--- src/rtl/mem_stage_pkg.sv ---
// Shared widths, opcode encodings and FSM state type for the memory-access stage.
// Load/store opcode values match the execute stage's encodings.
package mem_stage_pkg;

  localparam int REG_ADDR_W = 5;
  localparam int REG_W      = 32;
  localparam int ALUOP_W    = 8;

  localparam logic [ALUOP_W-1:0] ME_NOP_OP  = 8'h00;
  localparam logic [ALUOP_W-1:0] EX_ADD_OP  = 8'h20;
  localparam logic [ALUOP_W-1:0] EX_LB_OP   = 8'hE0;
  localparam logic [ALUOP_W-1:0] EX_LH_OP   = 8'hE1;
  localparam logic [ALUOP_W-1:0] EX_LW_OP   = 8'hE3;
  localparam logic [ALUOP_W-1:0] EX_LBU_OP  = 8'hE4;
  localparam logic [ALUOP_W-1:0] EX_LHU_OP  = 8'hE5;
  localparam logic [ALUOP_W-1:0] EX_SB_OP   = 8'hE8;
  localparam logic [ALUOP_W-1:0] EX_SH_OP   = 8'hE9;
  localparam logic [ALUOP_W-1:0] EX_SW_OP   = 8'hEB;

  typedef enum logic [1:0] {
    ME_IDLE,
    ME_WAIT_GNT,
    ME_XFER,
    ME_DONE
  } me_state_t;

  // Byte count of a memory op; 0 marks a non-memory op.
  function automatic logic [2:0] op_bytes(input logic [ALUOP_W-1:0] op);
    case (op)
      EX_LB_OP, EX_LBU_OP, EX_SB_OP: op_bytes = 3'd1;
      EX_LH_OP, EX_LHU_OP, EX_SH_OP: op_bytes = 3'd2;
      EX_LW_OP, EX_SW_OP:            op_bytes = 3'd4;
      default:                       op_bytes = 3'd0;
    endcase
  endfunction

  function automatic logic is_store(input logic [ALUOP_W-1:0] op);
    is_store = (op == EX_SB_OP) || (op == EX_SH_OP) || (op == EX_SW_OP);
  endfunction

endpackage

--- src/rtl/mem_stage_load_ext.sv ---
// Sign/zero extension of the little-endian assembled load value.
module mem_load_ext
  import mem_stage_pkg::*;
(
  input  logic [REG_W-1:0]   raw,
  input  logic [ALUOP_W-1:0] aluop,
  output logic [REG_W-1:0]   ext
);

  always_comb begin
    case (aluop)
      EX_LB_OP:  ext = {{24{raw[7]}}, raw[7:0]};
      EX_LBU_OP: ext = {24'd0, raw[7:0]};
      EX_LH_OP:  ext = {{16{raw[15]}}, raw[15:0]};
      EX_LHU_OP: ext = {16'd0, raw[15:0]};
      default:   ext = raw;
    endcase
  end

endmodule

--- src/rtl/mem_stage.sv ---
// MEM pipeline stage: byte-serial loads/stores over an arbitrated 8-bit port,
// stalling the pipeline until the access completes; other ops pass through.
module mem_stage
  import mem_stage_pkg::*;
#(
  parameter int MEM_ADDR_W = 32
) (
  input  logic                  clk,
  input  logic                  rst,
  input  logic [REG_ADDR_W-1:0] wd_i,
  input  logic                  wreg_i,
  input  logic [REG_W-1:0]      wdata_i,
  input  logic [ALUOP_W-1:0]    aluop_i,
  input  logic [REG_W-1:0]      mem_addr_i,
  output logic [REG_ADDR_W-1:0] wd_o,
  output logic                  wreg_o,
  output logic [REG_W-1:0]      wdata_o,
  output logic                  stall_req_o,
  output logic                  mem_req_o,
  input  logic                  mem_gnt_i,
  output logic [MEM_ADDR_W-1:0] mem_a_o,
  output logic                  mem_wr_o,
  output logic [7:0]            mem_dout_o,
  input  logic [7:0]            mem_din_i
);

  me_state_t        state_reg, state_next;
  logic [2:0]       cnt_reg, cnt_next;
  logic [REG_W-1:0] asm_reg, asm_next;

  logic [2:0]       n_bytes;
  logic [2:0]       last_cnt;
  logic             is_mem;
  logic             st;
  logic [1:0]       cap_idx;
  logic [REG_W-1:0] byte_addr;
  logic [REG_W-1:0] ext_data;

  assign n_bytes   = op_bytes(aluop_i);
  assign is_mem    = (n_bytes != 3'd0);
  assign st        = is_store(aluop_i);
  // Loads need one extra cycle to capture the byte returned for the last address.
  assign last_cnt  = st ? (n_bytes - 3'd1) : n_bytes;
  assign cap_idx   = cnt_reg[1:0] - 2'd1;
  assign byte_addr = mem_addr_i + {29'd0, cnt_reg};

  mem_load_ext u_load_ext (
    .raw   (asm_reg),
    .aluop (aluop_i),
    .ext   (ext_data)
  );

  always_ff @(posedge clk or posedge rst) begin
    if (rst) begin
      state_reg <= ME_IDLE;
      cnt_reg   <= 3'd0;
      asm_reg   <= '0;
    end else begin
      state_reg <= state_next;
      cnt_reg   <= cnt_next;
      asm_reg   <= asm_next;
    end
  end

  always_comb begin
    state_next  = state_reg;
    cnt_next    = cnt_reg;
    asm_next    = asm_reg;
    wd_o        = '0;
    wreg_o      = 1'b0;
    wdata_o     = '0;
    stall_req_o = 1'b0;
    mem_req_o   = 1'b0;
    mem_a_o     = '0;
    mem_wr_o    = 1'b0;
    mem_dout_o  = 8'd0;

    case (state_reg)
      ME_IDLE: begin
        cnt_next = 3'd0;
        if (is_mem) begin
          mem_req_o   = 1'b1;
          stall_req_o = 1'b1;
          asm_next    = '0;
          state_next  = mem_gnt_i ? ME_XFER : ME_WAIT_GNT;
        end else begin
          wd_o    = wd_i;
          wreg_o  = wreg_i;
          wdata_o = wdata_i;
        end
      end

      ME_WAIT_GNT: begin
        mem_req_o   = 1'b1;
        stall_req_o = 1'b1;
        if (mem_gnt_i) state_next = ME_XFER;
      end

      ME_XFER: begin
        mem_req_o   = 1'b1;
        stall_req_o = 1'b1;
        cnt_next    = cnt_reg + 3'd1;
        if (cnt_reg < n_bytes) begin
          mem_a_o  = byte_addr[MEM_ADDR_W-1:0];
          mem_wr_o = st;
          if (st) mem_dout_o = wdata_i[{cnt_reg[1:0], 3'b000} +: 8];
        end
        // Read data lags its address by one cycle, so byte k-1 lands now.
        if (!st && cnt_reg != 3'd0) asm_next[{cap_idx, 3'b000} +: 8] = mem_din_i;
        if (cnt_reg >= last_cnt) state_next = ME_DONE;
      end

      ME_DONE: begin
        cnt_next   = 3'd0;
        state_next = ME_IDLE;
        wd_o       = wd_i;
        wreg_o     = st ? 1'b0 : wreg_i;
        wdata_o    = st ? '0 : ext_data;
      end

      default: state_next = ME_IDLE;
    endcase

    if (rst) begin
      wd_o        = '0;
      wreg_o      = 1'b0;
      wdata_o     = '0;
      stall_req_o = 1'b0;
      mem_req_o   = 1'b0;
      mem_a_o     = '0;
      mem_wr_o    = 1'b0;
      mem_dout_o  = 8'd0;
    end
  end

endmodule
--- config.mk ---
export PLATFORM = sky130hd
export DESIGN_NAME = mem_stage
export DESIGN_NICKNAME = d
export VERILOG_FILES = /design/src/rtl/mem_stage_pkg.sv /design/src/rtl/mem_stage_load_ext.sv /design/src/rtl/mem_stage.sv
export SDC_FILE = /design/constraint.sdc
export NUM_CORES = 1
export LEC_CHECK = 0
export BUFFER_PORTS_ARGS = -buffer_cell sky130_fd_sc_hd__buf_2
export CAP_MARGIN = 0
export CORE_MARGIN = 8
export CORE_UTILIZATION = 30
export DETAILED_ROUTE_END_ITERATION = 6
export SLEW_MARGIN = 20
export SYNTH_ARGS = -nofsm -noshare
export SYNTH_HDL_FRONTEND = slang
export SYNTH_SLANG_ARGS = --single-unit
--- constraint.sdc ---
create_clock -name clk -period 6 [get_ports clk]
set_clock_uncertainty 0.05 [all_clocks]
set_input_delay 0 -clock clk [delete_from_list [all_inputs] [get_ports clk]]
set_output_delay 0 -clock clk [all_outputs]
set_load 0.01 [all_outputs]
==> summary.md, run 1 <==
| Metric | Value |
|---|---|
| Outcome | `completed` |
| RSZ-0062 raised after global routing | `false` |
| TNS Setup | `0 ps` |
| IO Port Bufs | `approximately 170` |
| Chip Height | `between 100 and 150 µm` |
| Lkg Pwr | `approximately 2.4 nW` |
| Core ar. | `between 10000 and 15000 µm²` |
| Worst-margin pin slew | `1097 ps` |
| Startpoint Class | `flop` |
| Total number of vias | `4269` |
| Die W | `roughly 130 µm` |
| Final period util | `0.5428` |
| Total Routing Usage GR | `0.1690` |
| Syn_area_per_cell | `7.883 µm²` |
| Yosys warning count | `0` |
| Simple-Gate Fraction of Synth Area | `0.3259` |
| TritonCTS clock tree | `yes` |
| Adder-cell share of the synthesized area | `0.07054` |
| DR WL met2 | `around 6.6 mm` |
| Slowest cell on the critical path | `dfrtp_1` |
| Die ar. | `16640 µm²` |
| Sequential cell area | `~930 µm²` |
| Hold Vio Cnt, Final | `0` |
| # clock sinks | `37` |
| Met3 wire len | `1.515 mm` |
| Cell Pwr Density | `about 300 nW/µm²` |
| Mux share of post-synthesis cell area | `0.05748` |
| Largest net degree at the start of global routing | `31` |
| Cts hold-fix bufs | `10` |
| Crit Path Category | `flop to primary output` |
| Vias in the first global route | `about 4300` |
| Initial Utilization | `0.3048` |
| Fin area | `~5000 µm²` |
| Yosys top cell area share | `0.2417` |
| Finished Layout Cells | `just over 800` |
| HP Class | `input pin to primary output` |
| H-tree levels | `2` |
| Ant diodes | `0` |
| Initial antenna violation count | `0` |
| Filler instances | `between 1000 and 1500` |
| R2R depth | `5` |
| Multi-input gate area in the final layout | `about 2700 µm²` |
| Most common cell after layout, fill and taps aside | `buf_2` |
| Max-slew headroom | `0.2632` |
| Synth Instances | `between 400 and 500` |
| Synth Register Bits | `37` |
| Post-layout min period | `3257 ps` |
| Final slew viol count | `0` |
| Synth area leader | `dfrtp_1` |
| I/O pin count | `170` |
| Compound-Gate Fraction of Synth Area | `0.1927` |
| Routed Antenna Nets | `0` |
| Nets | `760` |
| Top Layer Used | `met4` |
| Post-CTS setup buffer count | `0` |
| Post-DP Area | `about 4800 µm²` |
| Final Core Density | `0.4012` |
| Remaining Overflow, GRT | `0` |
| Post_cts resized | `0` |
| Reg clk slew, reported paths | `around 60 ps` |
| Max reg flops | `32` |
| DRC | `0` |
| Clock tree buffer depth | `2` |
| Sequential share of the synthesized area | `0.2417` |
| Top cells by area, synth | `dfrtp_1, nand2_1, ha_1` |
| Synth Area in XOR/XNOR | `0.06630` |
| Drt total wl | `approximately 15 mm` |
| CP max stage delay | `960 ps` |
| CTS buffer count | `5` |
| Most frequent cells in the layout | `buf_2, nand2_1, nor2_1, dfrtp_1, o21ai_0` |
| Worst-skew pair later-pin latency | `290 ps` |
| CP cell instances | `ha_1 -> fa_1 -> a21oi_1 -> nor4_4 -> or3b_1 -> xor2_1 -> nor2_1 -> buf_2` |
| Syn nets | `roughly 600` |
| Worst vdd ir | `approximately 0.15 mV` |
| Flop2flop setup slack | `about 3000 ps` |
| Dpl hpwl | `approximately 12 mm` |
| CP arrival | `between 3000 and 4000 ps` |
| GP Congestion | `0.9028` |
| Worst setup EP type | `primary output` |
| Top_reg_cell synth | `dfrtp_1` |
| Area growth from synthesis to layout | `31.61%` |
| Clk root buf | `clkbuf_16` |
| CP required | `about 6000 ps` |
| Max Freq | `slightly above 300 MHz` |
| Post-DR vias/cell | `approximately 5.2` |
| WL/cell | `~18 µm` |
| Met1 WL | `6.178 mm` |
| FFs w/ async S/R, synth | `1.000` |
| Yosys cell types | `57` |
| Critical-path maximum fanout | `20` |
| EDFF count, synth | `0` |
| Detailed Routing Iterations Pass 1 | `5` |
| Mapped cell area | `3831 µm²` |
| First DRT Iteration DRCs | `approximately 240` |
| Site Rows | `41` |
| Hold path cells | `3` |
| # Max-Cap Violations | `0` |
| Setup Viol. Count Final | `0` |
| Ratio of cells with drive above 1 in the final layout | `0.3210` |
| Dpl cells | `a little over 800` |
| First-pass GRT wire length | `22.49 mm` |
| Main combinational cell family by area after synthesis | `simple AND/OR/NAND/NOR gates` |
==> through the flow <==
stage          hold WS (ps)  power [mW]  setup WS (ps)
2_1_floorplan         12.35      0.9510           3587
3_3_place_gp          52.32       1.181           3041
3_5_place_dp          63.65       1.201           2979
4_1_cts               242.6       1.519           2708
5_1_grt               260.1       1.619           2434
6_report              237.6       1.516           2743
==> logic make-up after synthesis <==
kind of cell	Yosys count
flops	37
compound gates	110
xor+xnor	29
simple gates	243
mux	12
fa+ha+maj	21
buf+inv	34
==> area by class of cell <==
class	instances	area share
multi-input cells	415	0.5417
repair buffers	182	0.1921
flip-flops and latches	37	0.1836
well taps	172	0.04268
clock buffers	6	0.02556
clock inverters	2	0.007692
inverters	9	0.006700
==> worst max-delay path, delay by kind of cell, from the launching register on <==
kind | cells | cell delay, ps
adders and majority gates | 2 | 580
AOI/OAI and AO/OA | 1 | 180
buffers and inverters | 1 | 150
and+or+nand+nor | 3 | 910
DFF | 1 | 960
xor gates and xnor gates | 1 | 150
==> per-layer routing <==
layer,up-vias,GRT usage
met3,22,0.04551
li1,2045,-
met2,216,0.2706
met5,-,0
met4,0,0.04561
met1,1986,0.2191
==> cells in the mapped netlist (10+ instances only) <==
library cell   n
nand3_1       15
and3_1        13
nand2_1       87
clkbuf_1      10
o21ai_1       24
dfrtp_1       37
and2_1        10
o21ai_0       31
ha_1          20
nor2_1        63
xnor2_1       16
xor2_1        13
a21oi_1       16
==> final timing paths <==
check	startpoint	to
worst max-delay path	cnt_reg[0]	mem_a_o[26]
worst min-delay path	wd_i[2]	wd_o[2]
worst max register to register	cnt_reg[0]	asm_reg[22]
worst min register to register	asm_reg[27]	asm_reg[27]
max in group asynchronous	rst	asm_reg[14]
min in group asynchronous	rst	state_reg[1]
==> power by group <==
part | leakage (nW) | switching, mW | total, mW | internal, mW
clock network | 0.0810 | 0.115 | 0.313 | 0.197
registers | 0.509 | 0.0700 | 0.361 | 0.290
logic | 1.78 | 0.531 | 0.842 | 0.312
total | 2.37 | 0.716 | 1.52 | 0.800
Note: power is estimated with default switching activity, not from simulation.
==> run 2: changes to the inputs <==
clock period = 3.3 ns   (was 6 ns; I/O delays follow)
==> run 2 against run 1 <==
Net effect:
- sequential cell count unchanged
- register-to-register slack worse by 2200 ps
- critical path depth shrank 1
- via count increased by 1.3%
- cell count is 0.73% higher
- die area stayed put
- wire length hardly changed
- critical endpoint unchanged
- highest routed layer unchanged
==> summary.md, run 2 (same netlist as run 1, synthesis figures left out) <==
| Metric | Value |
|---|---|
| Area growth from synthesis to layout | `32.69%` |
| Worst path buffer plus inverter count | `1 (unchanged)` |
| Clock tree buffer depth | `2 (unchanged)` |
| Hold Vio Cnt, Final | `0 (unchanged)` |
| Drt total wl | `14.57 mm (about the same)` |
| Sw frac | `0.4701 (-0.002230)` |
| GP Congestion | `0.8986 (-0.47%)` |
| Largest net degree at the start of global routing | `31 (unchanged)` |
| IO Port Bufs | `169 (unchanged)` |
| Net Switching | `1.308 mW (+83%)` |
| Ratio of cells with drive above 1 in the final layout | `0.3277 (+0.006699)` |
| TNS Setup | `0 ps (unchanged)` |
| Slowest cell on the critical path | `dfrtp_1` |
| I/O pin count | `170 (unchanged)` |
| Initial antenna violation count | `0 (unchanged)` |
| Post-layout min period | `around 2700 ps` |
| CTS buffer count | `5 (unchanged)` |
| CP arrival | `2620 ps (-590 ps)` |
| Total number of vias | `4326 (+1.3%)` |
| Total Routing Usage GR | `0.1687 (-0.0002774)` |
| WL/cell | `17.58 µm (-0.66%)` |
| Finished Layout Cells | `829 (+0.73%)` |
| Final Core Density | `0.4045 (+0.003285)` |
| Chip Height | `129.0 µm (unchanged)` |
| Most common cell after layout, fill and taps aside | `buf_2` |
| Cell Pwr Density | `547.5 nW/µm² (+82%)` |
| Die W | `129.0 µm (unchanged)` |
| Critical-path maximum fanout | `9 (-55%)` |
| CP Depth | `7 (-1)` |
| Max reg flops | `32 (unchanged)` |
| Routed Antenna Nets | `0 (unchanged)` |
| Clk root buf | `clkbuf_16` |
| Sequential power share | `0.218 (-0.020)` |
| Worst setup EP type | `primary output` |
| Outcome | `completed` |
| RSZ-0062 raised after global routing | `false` |
| HP Class | `input pin to primary output` |
| Dpl cells | `810 (+0.62%)` |
| CP cell instances | `fa_1 -> a21oi_1 -> nor4_4 -> or3b_1 -> xor2_1 -> nor2_1 -> buf_2` |
| Nets | `765 (+0.66%)` |
| First-pass GRT wire length | `22.66 mm (+0.76%)` |
| Hold path cells | `3 (unchanged)` |
| CP max stage delay | `620 ps (-340 ps)` |
| Die ar. | `16640 µm² (unchanged)` |
| Final slew viol count | `0 (unchanged)` |
| Startpoint Class | `flop` |
| Combinational power share | `0.582 (+0.026)` |
| Final period util | `0.8076` |
| Max-slew headroom | `0.4460 (+0.1828)` |
| Max Freq | `about 380 MHz` |
| Worst-margin pin slew | `827.3 ps (-269.4 ps)` |
| Post-DR vias/cell | `5.218 (+0.60%)` |
| Post_cts resized | `0 (unchanged)` |
| Pint | `1.475 mW (+84%)` |
| Remaining Overflow, GRT | `0 (unchanged)` |
| Lkg Pwr | `2.400 nW (+1.1%)` |
| First DRT Iteration DRCs | `259 (+6.6%)` |
| Site Rows | `41 (unchanged)` |
| # Max-Cap Violations | `0 (unchanged)` |
| TritonCTS clock tree | `yes` |
| Reg clk slew, reported paths | `60 ps (about the same)` |
| Most frequent cells in the layout | `buf_2, nand2_1, nor2_1, dfrtp_1, o21ai_0` |
| # clock sinks | `37 (unchanged)` |
| Worst vdd ir | `0.2511 mV (+70%)` |
| Detailed Routing Iterations Pass 1 | `5 (unchanged)` |
| Crit Path Category | `flop to primary output` |
| Dpl hpwl | `11.55 mm (-1.4%)` |
| CP required | `3250 ps (-2700 ps)` |
| Worst-skew pair later-pin latency | `280 ps (about the same)` |
| Clock power share | `0.199 (-0.007)` |
| Setup Viol. Count Final | `0 (unchanged)` |
| R2R depth | `6 (+1)` |
| H-tree levels | `2 (unchanged)` |
| Core ar. | `12570 µm² (unchanged)` |
| Vias in the first global route | `4454 (+3.8%)` |
| DRC | `0 (unchanged)` |
| Cell family with most CP delay | `simple AND/OR/NAND/NOR gates` |
| Initial Utilization | `0.3048 (unchanged)` |
-- run 2: power by group through the flow --
stage	Combinational, mW	Sequential (mW)	Clock [mW]
floorplan	1.15	0.584	0
global placement	1.57	0.612	0
detailed placement	1.60	0.614	0
CTS	1.62	0.607	0.560
global route	1.77	0.619	0.581
finish	1.62	0.608	0.554
-- run 2: path summary, 6_finish.rpt --
kind / startpoint / endpoint / slack, ps
setup / recovery: cnt_reg[1] / mem_a_o[26] / 630
hold / removal: wd_i[3] / wd_o[3] / 240
setup reg to reg: cnt_reg[1] / asm_reg[7] / 790
hold reg to reg: asm_reg[16] / asm_reg[16] / 440
max in group asynchronous: rst / asm_reg[7] / 2280
min in group asynchronous: rst / state_reg[0] / 250
-- run 2: per-layer routing --
metal,global-route usage,share of wire,vias up
li1,-,-,2065
met1,0.2054,0.43,2044
met2,0.2829,0.46,202
met3,0.05089,0.099,15
met4,0.04492,0.014,0
met5,0,0,-
-- run 2: area by class of cell --
type                    count  area, µm²
fillers                  1307       7485
multi-input cells         415       2733
repair buffers            187       1006
flip-flops and latches     37      925.9
well taps                 172      215.2
clock buffers               6      128.9
clock inverters             2      38.79
inverters                   9      33.78
diodes                      1      2.502
-- run 2: metrics by stage --
stage	total power [mW]	cell area (µm²)	worst slack (ps)	hold slack, ps
after floorplan	1.729	3831	887.3	12.35
after global placement	2.179	4812	849.4	-2.255
after detailed placement	2.212	4812	647.3	1.066
after CTS	2.784	5080	507.5	246.8
after global routing	2.969	5081	433.8	271.8
final	2.783	5084	634.8	239.7
-- run 2: worst reg2reg max path, stage by stage (launching register included) --
cell and delay, ps:
dfrtp_1 620, inv_1 170, ha_1 200, nor2b_1 150, a311oi_4 450, o211ai_1 430
a22o_1 320
-- run 2: repair_timing --
item	CTS	global route
setup endpoints to repair	0	0
endpoints found under the hold margin	40	0
setup buffers	0	0
hold buffers	10	0
==> run 3: changes to the inputs <==
clock period = 2.6 ns   (was 3.3 ns; I/O delays follow)
==> run 3 against run 2 <==
Net effect:
- clock power rose by 45%
- sequential cell count did not move
- highest routed layer unchanged
- critical path depth unchanged
==> summary.md, run 3 (same netlist as run 1, synthesis figures left out) <==
| Metric | Value |
|---|---|
| Outcome | `completed` |
| Die ar. | `16640 µm² (unchanged)` |
| Crit Path Category | `flop to primary output` |
| Ant diodes | `0 (-1)` |
| Post-DR vias/cell | `5.131 (-1.7%)` |
| FF-to-FF Start | `state_reg[0]` |
| H-tree levels | `2 (unchanged)` |
| Largest net degree at the start of global routing | `31 (unchanged)` |
| Hold path cells | `3 (unchanged)` |
| GP Congestion | `0.8894 (-1.0%)` |
| CTS buffer count | `5 (unchanged)` |
| Reg2Reg Capture Point | `asm_reg[1]` |
| # Max-Cap Violations | `0 (unchanged)` |
| Core ar. | `12570 µm² (unchanged)` |
| Post-DP Area | `4885 µm² (+1.5%)` |
| Worst path buffer plus inverter count | `1 (unchanged)` |
| Dpl cells | `818 (+0.99%)` |
| CP required | `2550 ps (-700 ps)` |
| Max Freq | `between 400 and 500 MHz` |
| First-pass GRT wire length | `22.51 mm (-0.67%)` |
| Detailed Routing Iterations Pass 1 | `5 (unchanged)` |
| R2R depth | `6 (unchanged)` |
| Most frequent cells in the layout | `buf_2, nand2_1, nor2_1, dfrtp_1, o21ai_0` |
| Max reg flops | `32 (unchanged)` |
| Finished Layout Cells | `835 (+0.72%)` |
| Vias in the first global route | `4306 (-3.3%)` |
| Final slew viol count | `0 (unchanged)` |
| Reg clk slew, reported paths | `60 ps (about the same)` |
| Nets | `772 (+0.92%)` |
| Startpoint Class | `flop` |
| CP arrival | `2380 ps (-240 ps)` |
| Initial Utilization | `0.3048 (unchanged)` |
| Final period util | `0.9340` |
| HP Class | `input pin to flop` |
| Slowest cell on the critical path | `dfrtp_1` |
| Post-layout min period | `2428 ps` |
| Dpl hpwl | `11.55 mm (about the same)` |
| Clock tree buffer depth | `2 (unchanged)` |
| Clk root buf | `clkbuf_16` |
| I/O pin count | `170 (unchanged)` |
| Total Routing Usage GR | `0.1676 (-0.001133)` |
| # clock sinks | `37 (unchanged)` |
| Initial antenna violation count | `0 (unchanged)` |
| Remaining Overflow, GRT | `0 (unchanged)` |
| Pre-CTS setup slack | `148.4 ps (-498.9 ps)` |
| Worst vdd ir | `0.3791 mV (+51%)` |
| CP cell instances | `ha_2 -> nand3_1 -> nand2_2 -> nand4_1 -> or3_1 -> a21oi_1 -> buf_2` |
| RSZ-0062 raised after global routing | `false` |
| First DRT Iteration DRCs | `205 (-21%)` |
| Area growth from synthesis to layout | `35.14%` |
| Cell family with most CP delay | `simple AND/OR/NAND/NOR gates` |
| Critical-path maximum fanout | `6 (-3)` |
| Lkg Pwr | `2.452 nW (+2.2%)` |
| Worst-margin pin slew | `809.1 ps (-18.21 ps)` |
| Most common cell after layout, fill and taps aside | `buf_2` |
| Worst-skew pair later-pin latency | `280 ps (about the same)` |
| Routed Antenna Nets | `0 (unchanged)` |
| Cell Pwr Density | `710.7 nW/µm² (+30%)` |
| Max-slew headroom | `0.4606 (+0.01457)` |
| Worst setup EP type | `primary output` |
| Setup Viol. Count Final | `0 (unchanged)` |
| DRC | `0 (unchanged)` |
| WL/cell | `17.18 µm (-2.3%)` |
| Chip Height | `129.0 µm (unchanged)` |
| TNS Setup | `0 ps (unchanged)` |
| Site Rows | `41 (unchanged)` |
| Post-CTS setup buffer count | `0 (unchanged)` |
| Flop2flop setup slack | `330 ps (-460 ps)` |
| IO Port Bufs | `169 (unchanged)` |
| Die W | `129.0 µm (unchanged)` |
| Total number of vias | `4284 (-0.97%)` |
| CP max stage delay | `470 ps (-150 ps)` |
| Ratio of cells with drive above 1 in the final layout | `0.3409 (+0.01313)` |
| Hold Startpoint | `mem_gnt_i` |
| Drt total wl | `14.34 mm (-1.6%)` |
| TritonCTS clock tree | `yes` |
| Final Core Density | `0.4119 (+0.007466)` |
| Final worst setup slack | `171.5 ps (-463.2 ps)` |
| Fin area | `5177 µm² (+1.8%)` |
| Hold Vio Cnt, Final | `0 (unchanged)` |
| Hold EP | `state_reg[1]` |
run 3: cell count changes in the layout (fill, tap and decap cells not counted), sizes merged:
cell	before	now
dlygate4sd3	10	9
bufinv	1	2
inv	8	10
clkbuf	6	5
diode	1	0
clkinv	2	0
buf	177	185
run 3: what timing repair did:
item | in CTS | in global routing
endpoints found under the hold margin | 48 | 0
hold buffers | 9 | 0
setup endpoints to repair | 0 | 11
resized for setup | 0 | 3
run 3: worst max path at each step:
stage / start / endpoint / cells past startpoint
final: cnt_reg[2] / mem_a_o[31] / 7
after detailed placement: aluop_i[4] / state_reg[1] / 12
after global placement: aluop_i[4] / state_reg[0] / 12
after CTS: cnt_reg[0] / mem_a_o[24] / 9
after global routing: cnt_reg[2] / mem_a_o[31] / 7
after floorplan: cnt_reg[0] / asm_reg[10] / 10
run 3: power breakdown:
part	internal, mW	total (mW)	switching [mW]
clock	0.553	0.804	0.251
combinational	0.796	2.12	1.32
sequential	0.672	0.758	0.0860
run 3: per-stage QoR:
step,hold slack [ps],power (mW)
floorplan,12.35,2.195
global placement,129.0,2.833
detailed placement,136.7,2.867
CTS,11.20,3.693
global route,69.34,3.941
finish,0.3801,3.680
run 3: metal layers:
layer,up-vias,GRT usage,routed length (µm),share of wire
li1,2076,-,-,-
met1,2002,0.2115,6068,0.42
met2,194,0.2836,6766,0.47
met3,12,0.04510,1396,0.097
met4,0,0.02695,112,0.0078
met5,-,0,0,0
run 3: worst min-delay path, stage by stage:
cell and delay, ps:
buf_2 110, mux2i_1 70, mux2i_1 110
run 3: cell type report:
class,instances,area (µm²)
repair buffers,194,1069
flip-flops and latches,37,925.9
fillers,1301,7391
clock buffers,5,125.1
well taps,172,215.2
inverters,9,33.78
multi-input cells,415,2740
clock inverters,3,68.82
